`src/rtl/regfile_param_if.sv`:
```
// Register-file access bus: two read ports, one write port, clear request,
// registered read data with a valid strobe, and the clear-engine busy flag.
interface regfile_param_if #(
    parameter int unsigned WIDTH = 8,
    parameter int unsigned DEPTH = 8
);
    localparam int unsigned AW = $clog2(DEPTH);

    logic             rd_en;
    logic [AW-1:0]    rd_addr1;
    logic [AW-1:0]    rd_addr2;
    logic             wr_en;
    logic [AW-1:0]    wr_addr;
    logic [WIDTH-1:0] wr_data;
    logic             clr_req;
    logic [WIDTH-1:0] rd_data1;
    logic [WIDTH-1:0] rd_data2;
    logic             rd_valid;
    logic             busy;

    // Requester side (datapath / testbench).
    modport master (
        output rd_en, rd_addr1, rd_addr2, wr_en, wr_addr, wr_data, clr_req,
        input  rd_data1, rd_data2, rd_valid, busy
    );

    // Register-file side.
    modport slave (
        input  rd_en, rd_addr1, rd_addr2, wr_en, wr_addr, wr_data, clr_req,
        output rd_data1, rd_data2, rd_valid, busy
    );
endinterface

```
`src/rtl/regfile_param.sv`:
```
// Parametrised 2-read/1-write register file with registered reads, optional
// write-to-read bypass, optional hard-wired zero entry 0, and a clear engine
// that zeroes one entry per cycle after reset or on request.
module regfile_param #(
    parameter int unsigned WIDTH     = 8,
    parameter int unsigned DEPTH     = 8,
    parameter bit          BYPASS    = 1'b1,
    parameter bit          ZERO_REG0 = 1'b0
) (
    input logic            clk,
    input logic            rst_n,
    regfile_param_if.slave bus
);
    localparam int unsigned   AW      = $clog2(DEPTH);
    // One extra bit so DEPTH itself is representable when it is a power of two.
    localparam logic [AW:0]   DepthW  = (AW + 1)'(DEPTH);
    localparam logic [AW-1:0] LastIdx = AW'(DEPTH - 1);

    typedef enum logic [0:0] {StClear, StIdle} state_e;

    state_e           state_q, state_d;
    logic [AW-1:0]    idx_q, idx_d;
    logic [WIDTH-1:0] mem_q [DEPTH];
    logic [WIDTH-1:0] rd_data1_q, rd_data1_d;
    logic [WIDTH-1:0] rd_data2_q, rd_data2_d;
    logic             rd_valid_q, rd_valid_d;

    logic             busy;
    logic             mem_we;
    logic [AW-1:0]    mem_waddr;
    logic [WIDTH-1:0] mem_wdata;
    logic [WIDTH-1:0] rd1_val, rd2_val;
    logic             wr_ok;

    function automatic logic addr_ok(input logic [AW-1:0] addr);
        return ({1'b0, addr} < DepthW);
    endfunction

    // Entry is backed by storage (in range and not the hard-wired zero).
    function automatic logic addr_live(input logic [AW-1:0] addr);
        return addr_ok(addr) && !(ZERO_REG0 && (addr == '0));
    endfunction

    assign wr_ok = addr_live(bus.wr_addr);

    // Read values use pre-write array contents; bypass forwards this cycle's write data.
    assign rd1_val = !addr_live(bus.rd_addr1) ? '0 :
                     (BYPASS && bus.wr_en && (bus.rd_addr1 == bus.wr_addr)) ? bus.wr_data :
                     mem_q[bus.rd_addr1];
    assign rd2_val = !addr_live(bus.rd_addr2) ? '0 :
                     (BYPASS && bus.wr_en && (bus.rd_addr2 == bus.wr_addr)) ? bus.wr_data :
                     mem_q[bus.rd_addr2];

    // State register: FSM, clear index and registered read outputs.
    always_ff @(posedge clk or negedge rst_n) begin
        if (!rst_n) begin
            state_q    <= StClear;
            idx_q      <= '0;
            rd_data1_q <= '0;
            rd_data2_q <= '0;
            rd_valid_q <= 1'b0;
        end else begin
            state_q    <= state_d;
            idx_q      <= idx_d;
            rd_data1_q <= rd_data1_d;
            rd_data2_q <= rd_data2_d;
            rd_valid_q <= rd_valid_d;
        end
    end

    // Array storage: no reset, the clear engine zeroes it.
    always_ff @(posedge clk) begin
        if (mem_we) begin
            mem_q[mem_waddr] <= mem_wdata;
        end
    end

    // Next-state logic: walk idx through the array in CLEAR, enter CLEAR on request.
    always_comb begin
        state_d = state_q;
        idx_d   = idx_q;
        unique case (state_q)
            StClear: begin
                if (idx_q == LastIdx) begin
                    state_d = StIdle;
                    idx_d   = '0;
                end else begin
                    idx_d = idx_q + 1'b1;
                end
            end
            StIdle: begin
                if (bus.clr_req) begin
                    state_d = StClear;
                    idx_d   = '0;
                end
            end
            default: begin
                state_d = StClear;
                idx_d   = '0;
            end
        endcase
    end

    // Output logic: array write port, read capture and valid strobe.
    always_comb begin
        busy       = (state_q == StClear);
        mem_we     = 1'b0;
        mem_waddr  = idx_q;
        mem_wdata  = '0;
        rd_valid_d = 1'b0;
        rd_data1_d = rd_data1_q;
        rd_data2_d = rd_data2_q;
        if (state_q == StClear) begin
            mem_we = 1'b1;
        end else if (!bus.clr_req) begin
            // A clear request takes priority over any access in the same cycle.
            if (bus.wr_en && wr_ok) begin
                mem_we    = 1'b1;
                mem_waddr = bus.wr_addr;
                mem_wdata = bus.wr_data;
            end
            if (bus.rd_en) begin
                rd_valid_d = 1'b1;
                rd_data1_d = rd1_val;
                rd_data2_d = rd2_val;
            end
        end
    end

    assign bus.busy     = busy;
    assign bus.rd_valid = rd_valid_q;
    assign bus.rd_data1 = rd_data1_q;
    assign bus.rd_data2 = rd_data2_q;
endmodule

```
`src/flat_wrapper.sv`:
```
// flat-port wrapper written by rule: the top's interface ports become plain ports
module regfile_param_flat 
#(
    parameter int unsigned WIDTH     = 8,
    parameter int unsigned DEPTH     = 8,
    parameter bit          BYPASS    = 1'b1,
    parameter bit          ZERO_REG0 = 1'b0
)
  (clk, rst_n, bus_rd_en, bus_rd_addr1, bus_rd_addr2, bus_wr_en, bus_wr_addr, bus_wr_data, bus_clr_req, bus_rd_data1, bus_rd_data2, bus_rd_valid, bus_busy);
  regfile_param_if #(.WIDTH(WIDTH), .DEPTH(DEPTH)) bus_i ();
  input logic clk;
  input logic rst_n;
  input wire logic [$bits(bus_i.rd_en)-1:0] bus_rd_en;
  input wire logic [$bits(bus_i.rd_addr1)-1:0] bus_rd_addr1;
  input wire logic [$bits(bus_i.rd_addr2)-1:0] bus_rd_addr2;
  input wire logic [$bits(bus_i.wr_en)-1:0] bus_wr_en;
  input wire logic [$bits(bus_i.wr_addr)-1:0] bus_wr_addr;
  input wire logic [$bits(bus_i.wr_data)-1:0] bus_wr_data;
  input wire logic [$bits(bus_i.clr_req)-1:0] bus_clr_req;
  output wire logic [$bits(bus_i.rd_data1)-1:0] bus_rd_data1;
  output wire logic [$bits(bus_i.rd_data2)-1:0] bus_rd_data2;
  output wire logic [$bits(bus_i.rd_valid)-1:0] bus_rd_valid;
  output wire logic [$bits(bus_i.busy)-1:0] bus_busy;
  assign bus_i.rd_en = bus_rd_en;
  assign bus_i.rd_addr1 = bus_rd_addr1;
  assign bus_i.rd_addr2 = bus_rd_addr2;
  assign bus_i.wr_en = bus_wr_en;
  assign bus_i.wr_addr = bus_wr_addr;
  assign bus_i.wr_data = bus_wr_data;
  assign bus_i.clr_req = bus_clr_req;
  assign bus_rd_data1 = bus_i.rd_data1;
  assign bus_rd_data2 = bus_i.rd_data2;
  assign bus_rd_valid = bus_i.rd_valid;
  assign bus_busy = bus_i.busy;
  regfile_param #(.WIDTH(WIDTH), .DEPTH(DEPTH), .BYPASS(BYPASS), .ZERO_REG0(ZERO_REG0)) u_core (.clk(clk), .rst_n(rst_n), .bus(bus_i));
endmodule
```
`config.mk`:
```
export PLATFORM = sky130hd
export DESIGN_NAME = regfile_param_flat
export DESIGN_NICKNAME = d
export VERILOG_FILES = /design/src/rtl/regfile_param_if.sv /design/src/rtl/regfile_param.sv /design/src/flat_wrapper.sv
export SDC_FILE = /design/constraint.sdc
export NUM_CORES = 1
export LEC_CHECK = 0
export ABC_AREA = 1
export CORE_ASPECT_RATIO = 1.75
export CORE_MARGIN = 5
export CORE_UTILIZATION = 50
export CTS_BUF_LIST = sky130_fd_sc_hd__clkbuf_2 sky130_fd_sc_hd__clkbuf_4 sky130_fd_sc_hd__clkbuf_8
export CTS_CLUSTER_SIZE = 14
export DETAILED_ROUTE_END_ITERATION = 10
export GPL_ROUTABILITY_DRIVEN = 0
export HOLD_SLACK_MARGIN = 0.12
export PLACE_DENSITY = 0.68
export SLEW_MARGIN = 15
export SYNTH_ARGS = -nofsm -noshare
export SYNTH_HDL_FRONTEND = slang
export SYNTH_SLANG_ARGS = --single-unit
export TNS_END_PERCENT = 10
```
`constraint.sdc`:
```
create_clock -name clk -period 2.85 [get_ports clk]
set_input_delay 0.285 -clock clk [delete_from_list [all_inputs] [get_ports clk]]
set_output_delay 0.285 -clock clk [all_outputs]
set_load 0.02 [all_outputs]
```
; ---- Word level (Yosys, flattened, before mapping)
; Memory sizes are Yosys's and may differ from the RTL's. A register that Yosys moved wholly into a read port is not among the register bits.
; Index checks and enable logic that the tools add are counted.
[totals]
register_bits = 5
latch_bits = 0
ram_bits = 64
rom_bits = 0
input_bits = 22
output_inout_bits = 18
wordCells = 32
n_memories = 1
[mem_list]
columns = name, depth, width, rd, rd_ports_with_merged_regs, wr, line
row1 = u_core.mem_q, 8, 8, 2, 2, 1, regfile_param.sv:23  ; logic [WIDTH-1:0] mem_q [DEPTH];
[classes]
add_sub_neg = 1
multipliers = 0
n_div = 0
magnitude_cmp = 0
n_eq_ne = 2
shift = 0
n_mux = 20
n_bitwise = 2
n_reduce_logical = 3
[op_table]
columns = op, n
row1 = $mux 8, 3
row2 = $mux 3, 5
row3 = $mux 1, 10
row4 = $pmux 3 s2, 1
row5 = $add 3x1->3 const B, 1
row6 = $eq 3x3->1 const B, 1
row7 = $reduce_and 3->1, 1
row8 = $logic_not 1->1, 2
row9 = $ne 2x2->1 const B, 1
row10 = $not 1->1, 2
row11 = $pmux 1 s2, 1

; ---- Longest topological paths before layout
; Gate-level depths: netlist (run 1).
[depth]
ltp_word = 5
depth_mapped = 11
mapped_depth_nobuf = 11

; ---- Worst setup path after synthesis (run 1)
; Ideal clock, no wire load.
[synth_path]
kind = register to register
startpoint = register u_core.state_q
endpoint = memory u_core.mem_q[4][0] (enable)
setup_time_ps = 370
arrival_time_ps = 1260
t_required_ps = 2480
path_slack_ps = 1220
stages_incl_launch_ff = 8
path_buffers = 1
period_less_slack_ps = 1630
cell_sequence = dfrtp_1 buf_4 inv_2 nor2_2 nand3_1 nand2_1 nand2_1 nor2_1
[synth_via]
elab_chain_cells = 3
elab_cells_between_ends = 4
cone_classes = mux (4)
[synth_lines]
columns = element, line
row1 = from (decl), regfile_param.sv:21  ; state_e state_q, state_d;
row2 = from (signal assigned), regfile_param.sv:57  ; state_q <= StClear;
row3 = from (signal assigned), regfile_param.sv:63  ; state_q <= state_d;
row4 = $mux 1, regfile_param.sv:113  ; if (state_q == StClear) begin
row5 = $mux 1, regfile_param.sv:73  ; if (mem_we) begin
row6 = $mux 1 (implied by the code), regfile_param.sv:74  ; mem_q[mem_waddr] <= mem_wdata;
row7 = to (decl), regfile_param.sv:23
; Parallel ways exist; a longest one is shown, timed or not.

; ---- Worst setup path in the final report (run 1)
[layout_path]
startpoint = register u_core.state_q
endpoint = memory u_core.mem_q[6][4] (enable)
; The elaborated chain is that of the path after synthesis.

==> impl_metrics.csv, run 1 <==
group,metric,value,unit
outcome,status,"complete, no violations",
routing,detail_route.vias_per_cell,5.68,
power,power.density,842,mW/mm^2
sta,finalHoldViolations,0,
floorplan,die-area,0.0109,mm^2
clock_network,cts_sinks,85,
critical_path,cpPeakStageDelay,0.59,ns
hold_path,worst_hold_path_type,"in2async",
critical_path,crit_path_end_kind,"register",
placed_design,buffer_ports.inserted,39,
logic_synthesis,synth.largest_area_cell,"edfxtp_1",
clock_network,htreeDepth,3,
run,drv.max_cap_violation_count,0,
power,vdd_ir_drop_max,601,uV
critical_path,critPathRequiredTime,2.84,ns
routing,wire_per_inst,18.8,um
sta,fmax,482,MHz
global_routing,grt_max_degree,36,
clock_network,clk_path_buf_depth,2,
clock_network,cts.root.buffer_cell,"clkbuf_8",
global_routing,wire_length_of_the_first_global_routing_pass,20300,um
sta,slew_hr,0.377,
sta,grt_setup_unrepaired,"false",
routing,detailedRoute.firstPassIterationCount,5,
floorplan,chipWidth,81.1,um
logic_synthesis,share_of_the_synthesized_area_in_the_top_cell_type,0.435,
logic_synthesis,warnings_synthesis,0,
placed_design,dp.cells,666,
floorplan,die_h,134,um
logic_synthesis,ys_seq_area_frac,0.553,
clock_network,tritoncts,"done",
sta,final_period_minus_worst_setup_slack,2.08,ns
clock_network,clock_latency,0.36,ns
floorplan,pin_count,40,
sta,holdWs,0.438,ns
clock_network,cts_inserted_buffers,9,
routing,route.final.wire_length,12800,um
logic_synthesis,postSynthAreaPerCell,8.42,um^2
floorplan,initial_core_util,0.510,
floorplan,placement_rows,45,
global_routing,grt_usage,0.253,
logic_synthesis,ys_seq_elements,85,
layout,fin_nets,584,
critical_path,path_max_fanout,10,
critical_path,type_of_the_worst_setup_path,"reg2reg",
placed_design,dp_hpwl,9240,um
sta,measured_slew_at_the_worst_slew_check_pin,0.932,ns
layout,number_of_non_filler_instances_in_the_completed_layout,681,
logic_synthesis,synth_cells,525,
placed_design,instance_area_after_placement,0.00493,mm^2
layout,area_growth_syn_to_layout,15.1,%
critical_path,crit_buf_inv,1,
sta,finalSetupTns,0,ns
clock_network,clk_pin_slew_worst_paths,0.08,ns
layout,antenna-diode-count,0,
routing,ant_nets,0,
clock_network,hold_buffers,0,
floorplan,core_area,0.00867,mm^2
critical_path,worst_path_dominant_cell_family,"simple AND/OR/NAND/NOR gates",
sta,post-route-worst-setup-slack,0.774,ns
logic_synthesis,count_of_unique_library_cells_instantiated_by_yosys,21,
critical_path,worst-endpoint-arrival,2.06,ns
logic_synthesis,postSynthNetCount,549,
global_routing,antenna_found_initial,0,
power,leakage_power,2.21,nW
sta,final_min_period_over_clock_period,0.728,
routing,detail_route.iter0.violations,473,
clock_network,post_cts_setup_repair_buffer_count,0,
global_routing,globalRouteOverflowTotal,0,
sta,fin_skew,0.00852,ns
global_routing,grt_pass1_vias,3851,
critical_path,timing.critical_path.from_type,"register",
placed_design,detailedPlace.worstSlack,0.368,ns
logic_synthesis,mappedNetlistArea,0.00442,mm^2
critical_path,crit_path_frequent_cell,"nand2_1",
critical_path,worstPathCellList,"nand3_4, nand2_1, nand2_1, inv_1, nand2_1, nor2_1",
layout,finish.instance_area,0.00509,mm^2
critical_path,slowest_stage,"nor2_1",
sta,final-max-slew-violation-count,0,
layout,post_route_cells_drive_above_1_share,0.0621,
routing,drc_errors,0,
sta,timing.final.setup_violations,0,
logic_synthesis,synth.top_cells.by_area,"edfxtp_1 (43%), nand2_1 (17%), nand3_1 (12%), dfrtp_1 (12%), o21a_1 (2.2%)",
routing,routed-via-count,3871,
clock_network,cts_repair_resize_count,0,
-- power by group --
part | total [W] | internal (W) | leakage (nW) | switching, W
Sequential | 0.00196 | 0.00175 | 0.868 | 0.000206
Combinational | 0.00159 | 0.000576 | 1.26 | 0.00102
Clock | 0.000733 | 0.000315 | 0.0790 | 0.000418
Total | 0.00429 | 0.00265 | 2.21 | 0.00164
-- layout make-up --
cell class                 count  area, um^2
inverter                      28         105
sequential                    85        2450
timing repair buffer          50         473
fill                         783        3580
tap                          117         146
multi-input combinational    386        1760
clock buffer                  10         131
clock inverter                 5        28.8
-- registers in the layout, indices dropped and copies added (netlist names) --
signal	cells
u_core.bus.rd_data1	8
u_core.idx_q	3
u_core.bus.rd_valid	1
u_core.mem_q	64
u_core.state_q	1
u_core.bus.rd_data2	8
-- cell families after synthesis --
logic type	Yosys count	share of synthesized area
AND/OR/NAND/NOR	345	0.337
flip-flops	85	0.553
adder cells (fa/ha/maj)	2	0.00566
AO/OA/AOI/OAI	39	0.0549
buffers and inverters	54	0.0490
-- through the flow --
step	util	power (W)
global route	0.587	0.00455
floorplan	-	0.00292
finish	0.587	0.00429
CTS	0.587	0.00428
global placement	0.569	0.00353
detailed placement	0.569	0.00356
-- final timing paths --
kind | startpoint | to | slack, ns | depth (start not counted)
setup / recovery | u_core.state_q | u_core.mem_q[6][4] | 0.77 | 6
hold / removal | rst_n | u_core.bus.rd_data2[5] | 0.44 | 1
setup reg to reg | u_core.state_q | u_core.mem_q[6][4] | 0.77 | 6
hold reg to reg | u_core.bus.rd_data2[3] | u_core.bus.rd_data2[3] | 0.49 | 2
max in group asynchronous | rst_n | u_core.bus.rd_data2[3] | 1.84 | 1
min in group clk | u_core.bus.rd_data2[3] | u_core.bus.rd_data2[3] | 0.49 | 2
-- cells in the final DEF (no fill, tap or decap), drive strengths merged --
cell type,n
clkdlybuf4s50,39
ha,2
nand4,5
a21oi,5
o211ai,6
nand2,204
buf,11
o21ai,15
nand3,110
o21a,13
clkinv,4
clkbuf,10
inv,27
dfrtp,21
edfxtp,64
nor2,26
clkinvlp,2
-- Yosys cell counts (all sizes together) --
library cell,instances
nand4,5
ha,2
buf,9
edfxtp,64
inv,27
nor2,26
o211ai,6
o21ai,15
nand3,110
clkinv,1
clkbuf,17
dfrtp,21
nand2,204
o21a,13
a21oi,5
-- metal layers --
metal | global-route usage | share of wire
met1 | 0.275 | 0.34
met2 | 0.465 | 0.55
met3 | 0.0444 | 0.070
met4 | 0.113 | 0.039
met5 | 0 | 0
Power figures use the tool's default switching activity.
==> run 2, diff against run 1 <==
- PLACE_DENSITY: 0.68 -> 0.71
- clock period: 2.85 -> 1.9 ns (I/O delays scaled with it)
==> impl_metrics.csv, run 2 (synthesis results as in run 1) <==
group,metric,value,unit
critical_path,path_max_fanout,10,
global_routing,globalRouteOverflowTotal,0,
floorplan,pin_count,40,
power,clock_power_share,0.183,
power,leakage_power,2.34,nW
critical_path,critPathRequiredTime,1.71,ns
critical_path,crit_path_end_kind,"primary output",
hold_path,worst_hold_path_type,"in2async",
clock_network,clk_pin_slew_worst_paths,0.09,ns
floorplan,placement_rows,45,
power,power.density,1260,mW/mm^2
floorplan,core_area,0.00867,mm^2
power,sequentialPowerShare,0.436,
clock_network,cts_sinks,85,
clock_network,hold_buffers,0,
clock_network,cts.root.buffer_cell,"clkbuf_8",
layout,largest_register_ff_count,64,
routing,detailedRoute.firstPassIterationCount,6,
layout,fin_nets,604,
routing,route.final.wire_length,12200,um
sta,finalHoldViolations,0,
sta,post-route-worst-setup-slack,0.127,ns
critical_path,worst-endpoint-arrival,1.58,ns
critical_path,worst-r2r-cell-count,10,
routing,drc_errors,0,
layout,layout.cells.most_common,"nand2_1",
global_routing,antenna_found_initial,0,
clock_network,clk_path_buf_depth,2,
critical_path,slowest_stage,"clkdlybuf4s50_1",
sta,grt_setup_unrepaired,"false",
global_routing,grt_pass1_vias,3830,
clock_network,clock_latency,0.37,ns
critical_path,type_of_the_worst_setup_path,"reg2out",
clock_network,tritoncts,"done",
floorplan,die-area,0.0109,mm^2
power,cellInternalPower,0.00422,W
layout,registers.top_by_ff_count,"u_core.mem_q",
placed_design,detailedPlace.worstSlack,-0.0598,ns
sta,final-max-slew-violation-count,0,
routing,ant_nets,0,
sta,fin_skew,0.00713,ns
placed_design,buffer_ports.inserted,39,
outcome,status,"complete, no violations",
sta,final_min_period_over_clock_period,0.933,
layout,most-common-layout-cells,"nand2_1 (202), nand3_1 (109), edfxtp_1 (64)",
floorplan,die_h,134,um
sta,fmax,564,MHz
power,vdd_ir_drop_max,544,uV
sta,final_period_minus_worst_setup_slack,1.77,ns
power,netSwitchingPower,0.00251,W
run,drv.max_cap_violation_count,0,
routing,routed-via-count,3976,
placed_design,dp_hpwl,8750,um
routing,detail_route.vias_per_cell,5.66,
critical_path,timing.critical_path.from_type,"register",
global_routing,grt_max_degree,36,
clock_network,htreeDepth,3,
sta,finalSetupTns,0,ns
routing,wire_per_inst,17.4,um
power,p_comb_frac,0.381,
global_routing,grt_usage,0.234,
layout,area_growth_syn_to_layout,20.6,%
layout,final_core_util,0.615,
layout,post_route_cells_drive_above_1_share,0.0991,
floorplan,initial_core_util,0.510,
routing,detail_route.iter0.violations,375,
layout,number_of_non_filler_instances_in_the_completed_layout,702,
power,netSwitchingFraction,0.373,
critical_path,worstPathCellList,"inv_2, clkdlybuf4s50_1",
clock_network,cts_inserted_buffers,9,
placed_design,dp.cells,685,
sta,timing.final.setup_violations,0,
global_routing,wire_length_of_the_first_global_routing_pass,19100,um
layout,antenna-diode-count,0,
sta,measured_slew_at_the_worst_slew_check_pin,0.443,ns
floorplan,chipWidth,81.1,um
critical_path,cpPeakStageDelay,0.61,ns
sta,slew_hr,0.703,
-- run 2: changes by cell type in the layout (fill, tap and decap cells not counted) --
cell        before  now
clkinvlp_4       2    1
clkinv_1         2    1
clkinv_2         2    1
buf_12           0    5
dfrtp_1         21   20
inv_6            0    2
buf_4           11   26
clkbuf_8         9   11
dfrtp_2          0    1
-- run 2: path summary, 6_finish.rpt --
path / start / end / slack, ns
min reg2reg: u_core.bus.rd_data2[7] / u_core.bus.rd_data2[7] / 0.48
max reg2reg: u_core.state_q / u_core.bus.rd_data1[1] / 0.25
max: u_core.state_q / bus_busy / 0.13
min in group clk: bus_clr_req / u_core.state_q / 0.48
min: rst_n / u_core.bus.rd_valid / 0.16
max in group asynchronous: rst_n / u_core.state_q / 1.50
-- run 2: repair_timing --
item                       in CTS  in global routing
setup endpoints to repair       0                  8
gates resized for setup         0                  1
setup buffers                   0                  1
-- run 2: worst max-delay path, delay by kind of cell, from the launching register on --
kind / cells / cell delay [ns]
buffers and inverters: 2 / 0.72
flip-flops: 1 / 0.49
-- run 2: metrics by stage --
| step | total power (W) | hold WS, ns | cell area [um^2] |
|---|---|---|---|
| after detailed placement | 0.00550 | 0.466 | 5130 |
| after global routing | 0.00714 | 0.179 | 5330 |
| after floorplan | 0.00438 | -0.106 | 4420 |
| after global placement | 0.00544 | 0.465 | 5130 |
| final | 0.00672 | 0.159 | 5330 |
| after CTS | 0.00674 | 0.154 | 5320 |
-- run 2: layout make-up --
| type | count | area, um^2 |
|---|---|---|
| clock inverters | 4 | 30.0 |
| inverters | 28 | 105 |
| fillers | 781 | 3340 |
| well taps | 117 | 146 |
| repair buffers | 70 | 686 |
| multi-input cells | 386 | 1760 |
| flip-flops and latches | 85 | 2450 |
| clock buffers | 12 | 159 |
-- run 2: routing by layer --
layer / GRT usage / up-vias / routed length [um]
li1: - / 1869 / -
met1: 0.269 / 1888 / 4370
met2: 0.412 / 189 / 6590
met3: 0.0450 / 30 / 891
met4: 0.103 / 0 / 369
met5: 0 / - / 0
-- run 2: power groups by stage --
stage / Combinational, W / Sequential [W] / Clock, W
2_1_floorplan: 0.00130 / 0.00308 / 0
3_5_place_dp: 0.00254 / 0.00296 / 0
4_1_cts: 0.00255 / 0.00292 / 0.00127
6_report: 0.00256 / 0.00293 / 0.00123
3_3_place_gp: 0.00250 / 0.00294 / 0
5_1_grt: 0.00281 / 0.00299 / 0.00134
==> run 3, diff against run 2 <==
--- a/config.mk
+++ b/config.mk
@@ -11,5 +11,5 @@
 export CORE_UTILIZATION = 50
 export CTS_BUF_LIST = sky130_fd_sc_hd__clkbuf_2 sky130_fd_sc_hd__clkbuf_4 sky130_fd_sc_hd__clkbuf_8
-export CTS_CLUSTER_SIZE = 14
+export CTS_CLUSTER_SIZE = 28
 export DETAILED_ROUTE_END_ITERATION = 10
 export GPL_ROUTABILITY_DRIVEN = 0
==> constraint.sdc (replaced) <==
create_clock -name clk -period 1.9 [get_ports clk]
set_input_delay 0.38 -clock clk [delete_from_list [all_inputs] [get_ports clk]]
set_output_delay 0.38 -clock clk [all_outputs]
set_load 0.02 [all_outputs]
==> impl_metrics.csv, run 3 (synthesis results as in run 1) <==
group,metric,value,unit
sta,fmax,568,MHz
power,p_comb_frac,0.386,
sta,grt_setup_unrepaired,"false",
routing,detail_route.vias_per_cell,5.56,
clock_network,clk_path_buf_depth,2,
sta,final-max-slew-violation-count,0,
global_routing,grt_max_degree,35,
layout,antenna-diode-count,0,
layout,finish.instance_area,0.00540,mm^2
critical_path,path_max_fanout,2,
clock_network,hold_buffers,0,
critical_path,crit_buf_inv,1,
clock_network,tritoncts,"done",
floorplan,initial_core_util,0.510,
power,clock_power_share,0.180,
floorplan,chipWidth,81.1,um
global_routing,grt_usage,0.237,
routing,routed-via-count,3937,
clock_network,post_cts_setup_repair_buffer_count,0,
power,power.density,1250,mW/mm^2
critical_path,type_of_the_worst_setup_path,"reg2out",
clock_network,clk_pin_slew_worst_paths,0.09,ns
layout,most-common-layout-cells,"nand2_1 (202), nand3_1 (109), edfxtp_1 (64)",
sta,slew_hr,0.776,
critical_path,cpPeakStageDelay,0.62,ns
placed_design,instance_area_after_placement,0.00521,mm^2
clock_network,cts_inserted_buffers,9,
power,vdd_ir_drop_max,673,uV
routing,wire_per_inst,17.3,um
power,sequentialPowerShare,0.434,
layout,layout.cells.most_common,"nand2_1",
floorplan,die_h,134,um
floorplan,placement_rows,45,
layout,post_route_cells_drive_above_1_share,0.108,
layout,final_core_util,0.622,
global_routing,grt_pass1_vias,3953,
global_routing,antenna_found_initial,0,
power,leakage_power,2.38,nW
layout,fin_nets,610,
power,netSwitchingPower,0.00252,W
hold_path,worst_hold_path_type,"in2async",
layout,num-fill-cells,758,
placed_design,buffer_ports.inserted,39,
clock_network,clock_latency,0.36,ns
layout,largest_register_ff_count,64,
critical_path,worst_path_dominant_cell_family,"buffers and inverters",
sta,timing.final.setup_violations,0,
global_routing,wire_length_of_the_first_global_routing_pass,19300,um
floorplan,core_area,0.00867,mm^2
routing,detail_route.iter0.violations,370,
placed_design,dp_hpwl,8840,um
critical_path,critPathRequiredTime,1.52,ns
floorplan,pin_count,40,
clock_network,cts_sinks,85,
critical_path,crit_path_end_kind,"primary output",
routing,drc_errors,0,
sta,fin_skew,0.0108,ns
sta,measured_slew_at_the_worst_slew_check_pin,0.336,ns
layout,area_growth_syn_to_layout,22.0,%
clock_network,cts.root.buffer_cell,"clkbuf_8",
critical_path,crit_path_start,"u_core.bus.rd_data1[4]",
global_routing,globalRouteOverflowTotal,0,
routing,detailedRoute.firstPassIterationCount,5,
sta,final_period_minus_worst_setup_slack,1.76,ns
routing,ant_nets,0,
power,cellInternalPower,0.00422,W
critical_path,worst-endpoint-arrival,1.38,ns
outcome,status,"complete, no violations",
critical_path,timing.critical_path.from_type,"register",
sta,finalHoldViolations,0,
power,netSwitchingFraction,0.374,
floorplan,die-area,0.0109,mm^2
layout,registers.top_by_ff_count,"u_core.mem_q",
run,drv.max_cap_violation_count,0,
sta,final_min_period_over_clock_period,0.926,
critical_path,ff2ff_setup_slack,0.21,ns
clock_network,htreeDepth,3,
routing,route.final.wire_length,12200,um
critical_path,critical_path.reg2reg.startpoint,"u_core.state_q",
critical_path,worstPathCellList,"clkdlybuf4s50_1",
critical_path,slowest_stage,"clkdlybuf4s50_1",
clock_network,cts_repair_resize_count,2,
## run 3: changes by cell type in the layout (fill, tap and decap cells not counted), sizes merged
cell / change
buf: +6
clkbuf: -1
clkdlybuf4s50: -1
clkinv: +1
dlygate4sd2: +1
## run 3: cell type report
type	instances	area (um^2)	area share
clock buffers	11	151	0.0281
clock inverters	5	32.5	0.00603
inverters	28	105	0.0195
multi-input cells	386	1760	0.326
flip-flops and latches	85	2450	0.454
well taps	117	146	0.0271
repair buffers	76	754	0.140
## run 3: final timing paths
path,to,cells after the start
worst max-delay path,bus_rd_data1[4],1
worst min-delay path,u_core.bus.rd_data1[6],2
worst max register to register,u_core.bus.rd_data1[7],10
worst min register to register,u_core.bus.rd_data2[4],2
max in group asynchronous,u_core.state_q,2
min in group clk,u_core.bus.rd_data2[4],2
## run 3: metrics by stage
step / instances / setup TNS, ns / hold slack [ns] / power [W] / setup WS [ns]
finish: 708 / 0 / 0.339 / 0.00675 / 0.140
global route: 708 / 0 / 0.356 / 0.00715 / 0.00828
CTS: 708 / 0 / 0.343 / 0.00677 / 0.125
detailed placement: 692 / -18.89 / 0.465 / 0.00558 / -0.206
global placement: 692 / -16.50 / 0.463 / 0.00549 / -0.161
floorplan: 525 / 0 / 0.0844 / 0.00438 / 0.204
## run 3: power groups by stage
stage	logic (W)	registers (W)	clock network (W)
after CTS	0.00262	0.00292	0.00123
after global routing	0.00287	0.00298	0.00130
after detailed placement	0.00261	0.00296	0
after floorplan	0.00130	0.00308	0
after global placement	0.00256	0.00293	0
final	0.00261	0.00293	0.00121
## run 3: routing by layer
layer	track usage	routed length, um	part of all wire
met5	0	0	0
met4	0.123	461	0.038
met3	0.0477	768	0.063
met2	0.422	6650	0.54
met1	0.257	4360	0.36
